`src/rtl/uart_tx_hex_frame.sv`:
```
//==============================================================================
// Module  : uart_tx_hex_frame (with helper uart_tx_byte)
// Brief   : Latches an N-nibble word and prints it MSB nibble first as ASCII hex
//           over an 8N1 UART; define HEX_TX_CRLF_EN to append CR/LF per frame.
// Revision: 1.0
//==============================================================================
`default_nettype none

module uart_tx_byte #(
  parameter int CLK_FRE   = 100,
  parameter int BAUD_RATE = 115200
) (
  input  logic       clk,
  input  logic       rst_n,
  input  logic [7:0] tx_data_i,
  input  logic       tx_data_valid_i,
  output logic       tx_data_ready_o,
  output logic       tx_pin_o
);
  localparam int CYCLE = (CLK_FRE * 1000000) / BAUD_RATE;
  localparam int CNT_W = $clog2(CYCLE + 1);
  localparam logic [CNT_W-1:0] CNT_LAST = CNT_W'(CYCLE - 1);

  typedef enum logic [1:0] {
    S_IDLE  = 2'd0,
    S_START = 2'd1,
    S_DATA  = 2'd2,
    S_STOP  = 2'd3
  } state_t;

  state_t           state_q;
  logic [CNT_W-1:0] cnt_q;
  logic [2:0]       bit_q;
  logic [7:0]       shift_q;
  logic             pin_q;
  logic             bit_end;

  assign bit_end         = (cnt_q == CNT_LAST);
  assign tx_data_ready_o = (state_q == S_IDLE);
  assign tx_pin_o        = pin_q;

  always_ff @(posedge clk) begin
    if (!rst_n) begin
      state_q <= S_IDLE;
      cnt_q   <= '0;
      bit_q   <= '0;
      shift_q <= '0;
      pin_q   <= 1'b1;
    end else begin
      case (state_q)
        S_IDLE: begin
          cnt_q <= '0;
          pin_q <= 1'b1;
          if (tx_data_valid_i) begin
            shift_q <= tx_data_i;
            pin_q   <= 1'b0;
            state_q <= S_START;
          end
        end
        default: begin
          cnt_q <= bit_end ? '0 : cnt_q + CNT_W'(1);
          if (bit_end) begin
            // Pin is registered, so the next bit value is loaded as the current one ends.
            case (state_q)
              S_START: begin
                pin_q   <= shift_q[0];
                shift_q <= shift_q >> 1;
                bit_q   <= '0;
                state_q <= S_DATA;
              end
              S_DATA: begin
                if (bit_q == 3'd7) begin
                  pin_q   <= 1'b1;
                  state_q <= S_STOP;
                end else begin
                  pin_q   <= shift_q[0];
                  shift_q <= shift_q >> 1;
                  bit_q   <= bit_q + 3'd1;
                end
              end
              default: state_q <= S_IDLE;
            endcase
          end
        end
      endcase
    end
  end
endmodule

module uart_tx_hex_frame #(
  parameter int NIBBLES   = 5,
  parameter int CLK_FRE   = 100,
  parameter int BAUD_RATE = 115200,
  parameter int HEX_LOWER = 0
) (
  input  logic                 clk,
  input  logic                 rst_n,
  input  logic                 in_valid,
  output logic                 in_ready,
  input  logic [4*NIBBLES-1:0] in_data,
  output logic                 busy,
  output logic                 tx_done,
  output logic                 uart_tx
);
`ifdef HEX_TX_CRLF_EN
  localparam int N_BYTES = NIBBLES + 2;
`else
  localparam int N_BYTES = NIBBLES;
`endif
  localparam int IDX_W = $clog2(NIBBLES + 2) + 1;
  localparam logic [IDX_W-1:0] IDX_LAST = IDX_W'(N_BYTES - 1);

  typedef enum logic [0:0] {
    S_IDLE = 1'b0,
    S_SEND = 1'b1
  } state_t;

  state_t               state_q;
  logic [IDX_W-1:0]     idx_q;
  logic [4*NIBBLES-1:0] shadow_q;
  logic                 tx_done_q;

  logic                 tx_data_valid;
  logic                 tx_data_ready;
  logic [3:0]           nib;
  logic [7:0]           tx_byte;

  function automatic logic [7:0] hex_ascii(input logic [3:0] n);
    if (n < 4'd10) hex_ascii = 8'h30 + {4'h0, n};
    else           hex_ascii = ((HEX_LOWER != 0) ? 8'h57 : 8'h37) + {4'h0, n};
  endfunction

  assign in_ready      = (state_q == S_IDLE);
  assign busy          = (state_q == S_SEND);
  assign tx_done       = tx_done_q;
  assign tx_data_valid = (state_q == S_SEND);

  always_comb begin
    nib = 4'h0;
    for (int i = 0; i < NIBBLES; i++) begin
      if (idx_q == IDX_W'(i)) nib = shadow_q[4*(NIBBLES-1-i) +: 4];
    end
  end

  always_comb begin
    tx_byte = hex_ascii(nib);
`ifdef HEX_TX_CRLF_EN
    if (idx_q == IDX_W'(NIBBLES))          tx_byte = 8'h0D;
    else if (idx_q == IDX_W'(NIBBLES + 1)) tx_byte = 8'h0A;
`endif
  end

  always_ff @(posedge clk) begin
    if (!rst_n) begin
      state_q   <= S_IDLE;
      idx_q     <= '0;
      shadow_q  <= '0;
      tx_done_q <= 1'b0;
    end else begin
      tx_done_q <= 1'b0;
      case (state_q)
        S_IDLE: begin
          if (in_valid) begin
            shadow_q <= in_data;
            idx_q    <= '0;
            state_q  <= S_SEND;
          end
        end
        S_SEND: begin
          if (tx_data_ready) begin
            if (idx_q == IDX_LAST) begin
              idx_q     <= '0;
              state_q   <= S_IDLE;
              tx_done_q <= 1'b1;
            end else begin
              idx_q <= idx_q + IDX_W'(1);
            end
          end
        end
        default: state_q <= S_IDLE;
      endcase
    end
  end

  uart_tx_byte #(
    .CLK_FRE   (CLK_FRE),
    .BAUD_RATE (BAUD_RATE)
  ) u_uart_tx (
    .clk             (clk),
    .rst_n           (rst_n),
    .tx_data_i       (tx_byte),
    .tx_data_valid_i (tx_data_valid),
    .tx_data_ready_o (tx_data_ready),
    .tx_pin_o        (uart_tx)
  );
endmodule

`default_nettype wire

```
`config.mk`:
```
export PLATFORM = sky130hd
export DESIGN_NAME = uart_tx_hex_frame
export DESIGN_NICKNAME = d
export VERILOG_FILES = /design/src/rtl/uart_tx_hex_frame.sv
export SDC_FILE = /design/constraint.sdc
export NUM_CORES = 1
export LEC_CHECK = 0
export ABC_CLOCK_PERIOD_IN_PS = 2930
export CAP_MARGIN = 20
export CORE_ASPECT_RATIO = 0.7
export CORE_MARGIN = 2
export CORE_UTILIZATION = 35
export CTS_BUF_LIST = sky130_fd_sc_hd__clkbuf_8 sky130_fd_sc_hd__clkbuf_16
export DETAILED_ROUTE_END_ITERATION = 12
export PLACE_DENSITY = 0.51
export SLEW_MARGIN = 15
export SYNTH_ARGS = -nofsm -noshare
export SYNTH_HDL_FRONTEND = slang
export SYNTH_SLANG_ARGS = --single-unit
```
`constraint.sdc`:
```
create_clock -name clk -period 2.93 [get_ports clk]
set_input_delay 0.879 -clock clk [delete_from_list [all_inputs] [get_ports clk]]
set_output_delay 0.879 -clock clk [all_outputs]
set_load 0.03 [all_outputs]
```
==> results of run 1 <==
==> worst max-delay path by stage <==
| stage | slack, ps | startpoint | to | cells after the start |
|---|---|---|---|---|
| floorplan | 820 | idx_q[0]$_SDFFE_PN0P_ | u_uart_tx.shift_q[1]$_SDFFE_PN0P_ | 9 |
| global placement | 630 | idx_q[0]$_SDFFE_PN0P_ | u_uart_tx.shift_q[4]$_SDFFE_PN0P_ | 9 |
| detailed placement | 510 | idx_q[0]$_SDFFE_PN0P_ | u_uart_tx.shift_q[1]$_SDFFE_PN0P_ | 8 |
| CTS | 520 | idx_q[0]$_SDFFE_PN0P_ | u_uart_tx.shift_q[1]$_SDFFE_PN0P_ | 8 |
| global route | 280 | idx_q[0]$_SDFFE_PN0P_ | u_uart_tx.shift_q[1]$_SDFFE_PN0P_ | 8 |
| finish | 480 | idx_q[0]$_SDFFE_PN0P_ | u_uart_tx.shift_q[1]$_SDFFE_PN0P_ | 8 |
==> area by class of cell <==
type                       count  area, sq um
sequential                    49          981
inverter                      12         45.0
tap                           94          118
clock buffer                   6         82.6
timing repair buffer          30          290
multi-input combinational    222         1270
clock inverter                 1         3.75
fill                         706         3840
==> flip-flops by register name, indices dropped and copies added (netlist names) <==
name / cells
busy: 1
u_uart_tx.tx_pin_o: 1
u_uart_tx.bit_q: 3
u_uart_tx.state_q: 2
u_uart_tx.shift_q: 7
tx_done: 1
u_uart_tx.cnt_q: 10
idx_q: 4
shadow_q: 20
==> critical path, cell delays in order (launching register included) <==
cell	delay (ps)
dfxtp_1	440
inv_1	100
ha_1	320
a211oi_1	230
o21ai_0	160
a32oi_2	390
ha_1	290
and3_1	140
nor4_1	280
==> logic make-up after synthesis <==
kind of cell	after synthesis	share of synthesized area [%]
flops	49	41.5
fa+ha+maj	12	6.36
buf+inv	26	4.66
compound gates	73	19.2
simple gates	128	24.8
mux	1	0.424
xor+xnor	8	2.97
==> layout by cell type, fill, tap and decap left out, types with 6 or more instances in the layout <==
| master | count |
|---|---|
| o21ai_0 | 12 |
| nor2_1 | 29 |
| nand2_1 | 59 |
| inv_1 | 13 |
| dfxtp_1 | 49 |
| nand3_1 | 10 |
| ha_1 | 12 |
| clkbuf_8 | 6 |
| clkdlybuf4s50_1 | 26 |
| a21oi_1 | 36 |
==> power groups by stage <==
stage | sequential, uW | combinational (uW) | clock (uW)
after CTS | 726 | 240 | 416
after global placement | 742 | 239 | 0
after floorplan | 740 | 153 | 0
after global routing | 731 | 269 | 434
final | 726 | 239 | 400
after detailed placement | 741 | 238 | 0
==> stage by stage <==
step	setup slack (ps)	utilization, %
after floorplan	820	-
after global placement	633	40.8
after detailed placement	510	40.8
after CTS	516	42.1
after global routing	280	42.1
final	477	42.1
==> routing by layer <==
| metal | track usage (%) | part of all wire (%) |
|---|---|---|
| met4 | 4.00 | 1.0 |
| met5 | 0 | 0 |
| met3 | 3.16 | 3.5 |
| met2 | 20.5 | 37 |
| met1 | 24.9 | 59 |
==> flow_metrics.tcl, run 1 <==
set metrics [dict create \
    cts_tree "done" \
    grt_pass1_vias 1897 \
    cts_buffer_depth 2 \
    finalCriticalPeriod_ps 2450 \
    finalSetupViolations 0 \
    grt_max_degree 34 \
    syn_inst 297 \
    drcViolationCount 0 \
    swShare_pct 27.7 \
    die_w_um 102 \
    vias_per_cell 4.89 \
    cts_inserted_buffers 5 \
    slew_headroom_pct 57.4 \
    crit_arrival_ps 2650 \
    holdPathStages 2 \
    wirelength_mm 5.35 \
    tns_ps 0 \
    worst-path-max-fanout 8 \
    synth-edff-count 0 \
    die_h_um 72.7 \
    p_per_area_nw_per_um2 489 \
    cts_root_buffer "clkbuf_8" \
    die_area_sq_um 7430 \
    comb_power_share_pct 17.5 \
    ant_nets 0 \
    dp.cells 407 \
    synth-main-ff-cell "dfxtp_1" \
    dr_total_vias 2025 \
    worstSetupStartpointType "flip-flop" \
    post-cts-setup-buffers 0 \
    nets 355 \
    synth_fp_nets 332 \
    synthTopCellsByArea "dfxtp_1 42%, nand2_1 9.4%, a21oi_1 7.6%, ha_1 6.4%, nor2_1 4.6%" \
    period_share_pct 83.7 \
    drv_cap 0 \
    area_delta_synth_final_pct 18.2 \
    yosysMostFrequentCell "nand2_1" \
    drtIter0Drc 126 \
    core_area_sq_um 6630 \
    grt-ovfl-total 0 \
    min_path_type "flip-flop to flip-flop" \
    ys_ff_latch 49 \
    r2r_start "idx_q[0]$_SDFFE_PN0P_" \
    synth-async-reset-ratio_pct 0 \
    tightest_slew_ps 637 \
    finalNonFillerCells 414 \
    yosysSeqAreaShare_pct 41.5 \
    clk_latency_ps 300 \
    p_leak_uw 0.00100 \
    cts_resized 0 \
    rows 25 \
    critPathKind "flip-flop to flip-flop" \
    min_to "shadow_q[8]$_SDFFE_PN0P_" \
    htreeDepth 2 \
    hold_viol 0 \
    p_clk_share_pct 29.3 \
    syn_area_sq_um 2360 \
    r2r_end "u_uart_tx.shift_q[1]$_SDFFE_PN0P_" \
    cts_hold_buf 0 \
    finalClockSkew_ps 6.95 \
    dp_hpwl_mm 3.89 \
    start_util_pct 35.6 \
    grt_first_pass_wirelength_mm 9.07 \
    portBuffers 26 \
    peakVddDrop_uv 183 \
    antenna_found_initial 0 \
    track_usage_pct 15.5 \
    dr.pass1.iters 4 \
    layout-drive-gt1-share_pct 5.31 \
    num_io_pins 27 \
    ys_top_cells_by_count "59 x nand2_1, 49 x dfxtp_1, 36 x a21oi_1, 29 x nor2_1" \
    crit_path_end_kind "flip-flop" \
    yosysWarningCount 0 \
    clk_pin_slew_ps 90 \
    cts.sinks 49 \
    fmax_mhz 408 \
    p_int_uw 987 \
    slew_violations 0 \
    r2r_setup_slack_ps 480 \
    placed_area_sq_um 2710 \
    status "completed" \
    cp_data_required_time_ps 3130 \
    power_uw 1370 \
    min-delay-start "shadow_q[8]$_SDFFE_PN0P_" \
    hold_ws_ps 461 \
    fin_area_sq_um 2790 \
    num_antenna_cells 0 \
    synth.distinct_cells 46 \
    p_sw_uw 379 \
    wl_per_cell_um 12.9 \
    synth_top_area_cell "dfxtp_1" \
    rsz0062_at_grt "false" \
    syn_avg_cell_area_sq_um 7.95 \
    place_congestion 0.790 \
    seq_power_share_pct 53.2 \
    yosysTopAreaCellShare_pct 41.5 \
    worst-r2r-cell-count 8 \
]
Power figures use the tool's default switching activity.
==> run 2, diff against run 1 <==
--- a/config.mk
+++ b/config.mk
@@ -5,14 +5,14 @@
 export SDC_FILE = /design/constraint.sdc
 export NUM_CORES = 1
 export LEC_CHECK = 0
-export ABC_CLOCK_PERIOD_IN_PS = 2930
+export ABC_CLOCK_PERIOD_IN_PS = 2100
 export CAP_MARGIN = 20
 export CORE_ASPECT_RATIO = 0.7
 export CORE_MARGIN = 2
 export CORE_UTILIZATION = 35
 export CTS_BUF_LIST = sky130_fd_sc_hd__clkbuf_8 sky130_fd_sc_hd__clkbuf_16
 export DETAILED_ROUTE_END_ITERATION = 12
-export PLACE_DENSITY = 0.51
+export PLACE_DENSITY = 0.53
 export SLEW_MARGIN = 15
 export SYNTH_ARGS = -nofsm -noshare
 export SYNTH_HDL_FRONTEND = slang
==> constraint.sdc (replaced) <==
create_clock -name clk -period 2.1 [get_ports clk]
set_input_delay 0.63 -clock clk [delete_from_list [all_inputs] [get_ports clk]]
set_output_delay 0.63 -clock clk [all_outputs]
set_load 0.03 [all_outputs]
==> run 2 against run 1 <==
Critical path depth up 2. Clock skew fell by 3.6 ps. Combinational power grew 62%. Count of clock-buffer cells in the layout decreased by 1. Setup slack worse by 380 ps. Largest cell class unchanged. Largest power group unchanged.
==> flow_metrics.tcl, run 2 (synthesis gave the netlist of run 1 again) <==
set metrics [dict create \
    worst-r2r-cell-count 10 \
    place_congestion 0.804 \
    rsz0062_at_grt "true" \
    clk_pin_slew_ps 80 \
    core_area_sq_um 6630 \
    finalSetupViolations 0 \
    num_io_pins 27 \
    grt-ovfl-total 0 \
    num_antenna_cells 0 \
    slew_violations 0 \
    cts_tree "done" \
    p_int_uw 1380 \
    holdPathStages 2 \
    wirelength_mm 5.35 \
    swShare_pct 28.1 \
    antenna_found_initial 0 \
    grt_first_pass_wirelength_mm 8.80 \
    tightest_slew_ps 408 \
    peakVddDrop_uv 241 \
    crit_path_end_kind "flip-flop" \
    p_sw_uw 538 \
    p_leak_uw 0.00110 \
    layout-drive-gt1-share_pct 14.9 \
    grt_pass1_vias 1831 \
    area_delta_synth_final_pct 26.9 \
    ant_nets 0 \
    drcViolationCount 0 \
    worstSetupStartpointType "flip-flop" \
    fmax_mhz 500 \
    grt_max_degree 21 \
    regMostFlops "shadow_q" \
    finalCriticalPeriod_ps 2000 \
    comb_power_share_pct 20.2 \
    cts_root_buffer "clkbuf_8" \
    nets 372 \
    final_cell_mix "58 x nand2_1, 47 x dfxtp_1, 36 x a21oi_1" \
    cts.sinks 49 \
    track_usage_pct 15.1 \
    p_per_area_nw_per_um2 639 \
    portBuffers 26 \
    die_area_sq_um 7430 \
    htreeDepth 2 \
    seq_power_share_pct 52.8 \
    cp_data_required_time_ps 2290 \
    clk_latency_ps 290 \
    p_clk_share_pct 27.0 \
    layout_commonest_cell "nand2_1" \
    dr.pass1.iters 4 \
    tns_ps 0 \
    drtIter0Drc 63 \
    dp_hpwl_mm 3.99 \
    die_h_um 72.7 \
    wl_per_cell_um 12.4 \
    start_util_pct 35.6 \
    crit_arrival_ps 2190 \
    hold_viol 0 \
    die_w_um 102 \
    final_core_util_pct 45.2 \
    period_share_pct 95.2 \
    status "completed" \
    critPathKind "flip-flop to flip-flop" \
    worst-path-max-fanout 4 \
    min_path_type "flip-flop to flip-flop" \
    top_regs "shadow_q x20, u_uart_tx.cnt_q x10, u_uart_tx.shift_q x7" \
    drv_cap 0 \
    cts_buffer_depth 2 \
    slew_headroom_pct 72.8 \
    finalClockSkew_ps 3.36 \
    cts_inserted_buffers 5 \
    vias_per_cell 4.86 \
    dr_total_vias 2089 \
    rows 25 \
    largest_reg_flops 20 \
]
## run 2: worst paths after layout
check	slack, ps	endpoint	start
hold reg to reg	460	shadow_q[8]$_SDFFE_PN0P_	shadow_q[8]$_SDFFE_PN0P_
setup reg to reg	100	u_uart_tx.shift_q[4]$_SDFFE_PN0P_	idx_q[0]$_SDFFE_PN0P_
setup / recovery	100	u_uart_tx.shift_q[4]$_SDFFE_PN0P_	idx_q[0]$_SDFFE_PN0P_
hold / removal	460	shadow_q[8]$_SDFFE_PN0P_	shadow_q[8]$_SDFFE_PN0P_
## run 2: worst max-delay path, stage by stage (launching register included)
cell,delay [ps]
dfxtp_4,370
inv_2,100
ha_4,160
nand2_1,60
o21ai_2,130
a221oi_2,70
a211o_1,300
ha_1,220
o21ai_1,140
nand3_1,120
a32o_1,220
## run 2: cell type report
class / count / area [sq um]
Fill cell: 679 / 3630
Multi-Input combinational cell: 222 / 1350
Sequential cell: 49 / 988
Timing Repair Buffer: 47 / 419
Tap cell: 94 / 118
Clock buffer: 5 / 68.8
Inverter: 12 / 45.0
Clock inverter: 1 / 5.00
## run 2: per-layer routing
| layer | vias to the layer above | global-route usage (%) | part of all wire [%] |
|---|---|---|---|
| met5 | - | 0 | 0 |
| met3 | 5 | 3.74 | 3.3 |
| met4 | 0 | 3.70 | 0.79 |
| li1 | 1110 | - | - |
| met2 | 27 | 19.2 | 38 |
| met1 | 947 | 24.6 | 58 |
## run 2: per-stage QoR
stage          hold WS (ps)  total power (uW)  worst slack, ps  cell area [sq um]  instances
2_1_floorplan           430              1250             1.52               2360        297
3_3_place_gp            448              1400            -11.4               2830        423
3_5_place_dp            451              1400            -80.9               2830        423
4_1_cts                 463              1920             4.81               2900        429
5_1_grt                 485              2020            -27.4               3000        430
6_report                461              1920              101               3000        430
## run 2: power by group through the flow
stage | logic [uW] | clock network, uW | registers, uW
2_1_floorplan | 213 | 0 | 1030
4_1_cts | 370 | 542 | 1010
5_1_grt | 433 | 574 | 1020
3_5_place_dp | 367 | 0 | 1030
3_3_place_gp | 367 | 0 | 1030
6_report | 387 | 518 | 1010
## run 2: timing repair
item / in CTS / in global routing
gates cloned: 0 / 0
gates resized for setup: 6 / 22
buffers inserted: 0 / 1
pin swaps: 0 / 4
hold buffers: 0 / 0
endpoints found under the setup margin: 5 / 9
==> run 3, diff against run 2 <==
--- a/config.mk
+++ b/config.mk
@@ -10,9 +10,11 @@
 export CORE_ASPECT_RATIO = 0.7
 export CORE_MARGIN = 2
 export CORE_UTILIZATION = 35
-export CTS_BUF_LIST = sky130_fd_sc_hd__clkbuf_8 sky130_fd_sc_hd__clkbuf_16
+export CTS_BUF_LIST = sky130_fd_sc_hd__clkbuf_8
 export DETAILED_ROUTE_END_ITERATION = 12
+export MAX_ROUTING_LAYER = met4
 export PLACE_DENSITY = 0.53
+export SETUP_SLACK_MARGIN = 0.15
 export SLEW_MARGIN = 15
 export SYNTH_ARGS = -nofsm -noshare
 export SYNTH_HDL_FRONTEND = slang
==> run 3 against run 2 <==
Clock skew rose by 7.6 ps. Die area did not move. Via count rose by 3.5%. Register-to-register slack barely moved. Global-route usage rose by 2.0 points. Routed wire length rose by 5.7%. Total power rose by 5.6%. Sequential power barely moved. Critical endpoint is now u_uart_tx.shift_q[5]$_SDFFE_PN0P_. Largest power group unchanged. Highest routed layer unchanged.
==> flow_metrics.tcl, run 3 (synthesis gave the netlist of run 1 again) <==
set metrics [dict create \
    status "completed" \
    swShare_pct 29.0 \
    dr.pass1.iters 4 \
    tightest_slew_ps 353 \
    hold_ws_ps 466 \
    dp.cells 423 \
    drv_cap 0 \
    cts_inserted_buffers 5 \
    worst-r2r-cell-count 9 \
    portBuffers 26 \
    p_int_uw 1440 \
    r2r_end "u_uart_tx.shift_q[5]$_SDFFE_PN0P_" \
    cts_buffer_depth 2 \
    cp_data_required_time_ps 2340 \
    nets 377 \
    top_regs "shadow_q x20, u_uart_tx.cnt_q x10, u_uart_tx.shift_q x7" \
    clk_pin_slew_ps 90 \
    critPathKind "flip-flop to flip-flop" \
    grt_max_degree 22 \
    cts_hold_buf 0 \
    clk_latency_ps 300 \
    num_antenna_cells 0 \
    p_clk_share_pct 29.5 \
    min_path_type "flip-flop to flip-flop" \
    area_delta_synth_final_pct 32.4 \
    period_share_pct 95.0 \
    vias_per_cell 4.95 \
    p_sw_uw 586 \
    ant_nets 0 \
    die_h_um 72.7 \
    worstSetupEndpoint "u_uart_tx.shift_q[5]$_SDFFE_PN0P_" \
    die_area_sq_um 7430 \
    worstSetupStartpointType "flip-flop" \
    final_cell_mix "57 x nand2_1, 45 x dfxtp_1, 34 x a21oi_1" \
    seq_power_share_pct 50.3 \
    worst-path-max-fanout 8 \
    dp_hpwl_mm 4.21 \
    cts.sinks 49 \
    finalNonFillerCells 437 \
    die_w_um 102 \
    finalClockSkew_ps 10.9 \
    regMostFlops "shadow_q" \
    grt_first_pass_wirelength_mm 9.61 \
    drtIter0Drc 103 \
    finalSetupViolations 0 \
    crit_path_end_kind "flip-flop" \
    slew_headroom_pct 76.3 \
    crit_arrival_ps 2230 \
    track_usage_pct 17.1 \
    largest_reg_flops 20 \
    p_leak_uw 0.00115 \
    dp_slack_ps -4.98 \
    slew_violations 0 \
    r2r_setup_slack_ps 110 \
    start_util_pct 35.6 \
    wl_per_cell_um 12.9 \
    place_congestion 0.853 \
    comb_power_share_pct 20.2 \
    hold_viol 0 \
    layout-drive-gt1-share_pct 19.5 \
    finalCriticalPeriod_ps 1990 \
    cts_tree "done" \
    final_core_util_pct 47.2 \
    fmax_mhz 501 \
    setup_ws_ps 105 \
    antenna_found_initial 0 \
    num_io_pins 27 \
    cts_root_buffer "clkbuf_8" \
    wirelength_mm 5.65 \
    rsz0062_at_grt "true" \
    grt_pass1_vias 1948 \
    rows 25 \
    worstSetupStartpoint "idx_q[1]$_SDFFE_PN0P_" \
    p_per_area_nw_per_um2 647 \
    drcViolationCount 0 \
    dr_total_vias 2163 \
    layout_commonest_cell "nand2_1" \
    peakVddDrop_uv 279 \
    grt-ovfl-total 0 \
    htreeDepth 2 \
    core_area_sq_um 6630 \
    r2r_start "idx_q[1]$_SDFFE_PN0P_" \
]
[run 3: cell types whose count changed in the layout (fill, tap and decap cells not counted), sizes merged]
| cell | before | now |
|---|---|---|
| clkdlybuf4s50 | 24 | 22 |
| buf | 21 | 26 |
| dlygate4sd2 | 1 | 3 |
| clkinv | 1 | 2 |
| clkbuf | 5 | 6 |
[run 3: power by group through the flow]
stage	logic (uW)	registers, uW	clock network (uW)
floorplan	217	1030	0
global placement	372	1040	0
detailed placement	372	1030	0
CTS	386	1020	620
global route	455	1020	653
finish	409	1020	597
[run 3: critical path: stages (launching register included)]
cell	delay (ps)
dfxtp_4	410
inv_4	60
ha_4	190
a211oi_2	200
o21ai_1	100
a32oi_2	300
buf_4	160
nand2_2	50
a311o_1	340
a21oi_2	110
[run 3: how the worst min path moves through the flow]
stage	cells past startpoint	slack, ps	start	end
floorplan	1	430	u_uart_tx.cnt_q[0]$_SDFF_PP0_	u_uart_tx.cnt_q[0]$_SDFF_PP0_
global placement	2	450	shadow_q[19]$_SDFFE_PN0P_	shadow_q[19]$_SDFFE_PN0P_
detailed placement	2	450	shadow_q[8]$_SDFFE_PN0P_	shadow_q[8]$_SDFFE_PN0P_
CTS	2	460	shadow_q[8]$_SDFFE_PN0P_	shadow_q[8]$_SDFFE_PN0P_
global route	2	490	shadow_q[10]$_SDFFE_PN0P_	shadow_q[10]$_SDFFE_PN0P_
finish	2	470	shadow_q[8]$_SDFFE_PN0P_	shadow_q[8]$_SDFFE_PN0P_
[run 3: per-layer routing]
layer  global-route usage (%)  vias up  wire length, um  share of wire [%]
met5                        -        -                0                  0
met4                     5.78        0               81                1.4
met3                     3.26        9              238                4.2
met2                     21.5       38             2220                 39
met1                     26.6      998             3120                 55
li1                         -     1118                -                  -
[run 3: layout make-up]
cell class                 count  area, sq um
tap                           94          118
clock inverter                 2         13.8
inverter                      12         50.0
fill                         694         3500
timing repair buffer          52          458
sequential                    49          991
multi-input combinational    222         1420
clock buffer                   6         82.6
[run 3: through the flow]
stage	instance area (sq um)	TNS, ps	total power [uW]
final	3130	0	2020
after CTS	3020	0	2020
after detailed placement	2840	-4.98	1410
after global placement	2840	0	1410
after global routing	3130	-19.1	2130
after floorplan	2380	0	1250
[run 3: what timing repair did]
item                                    in CTS  in global routing
hold endpoints to repair                     0                  0
pin swaps                                    6                  9
gates resized for setup                     18                 21
setup buffers                                3                  3
gates cloned                                 0                  0
endpoints found under the setup margin      10                 12
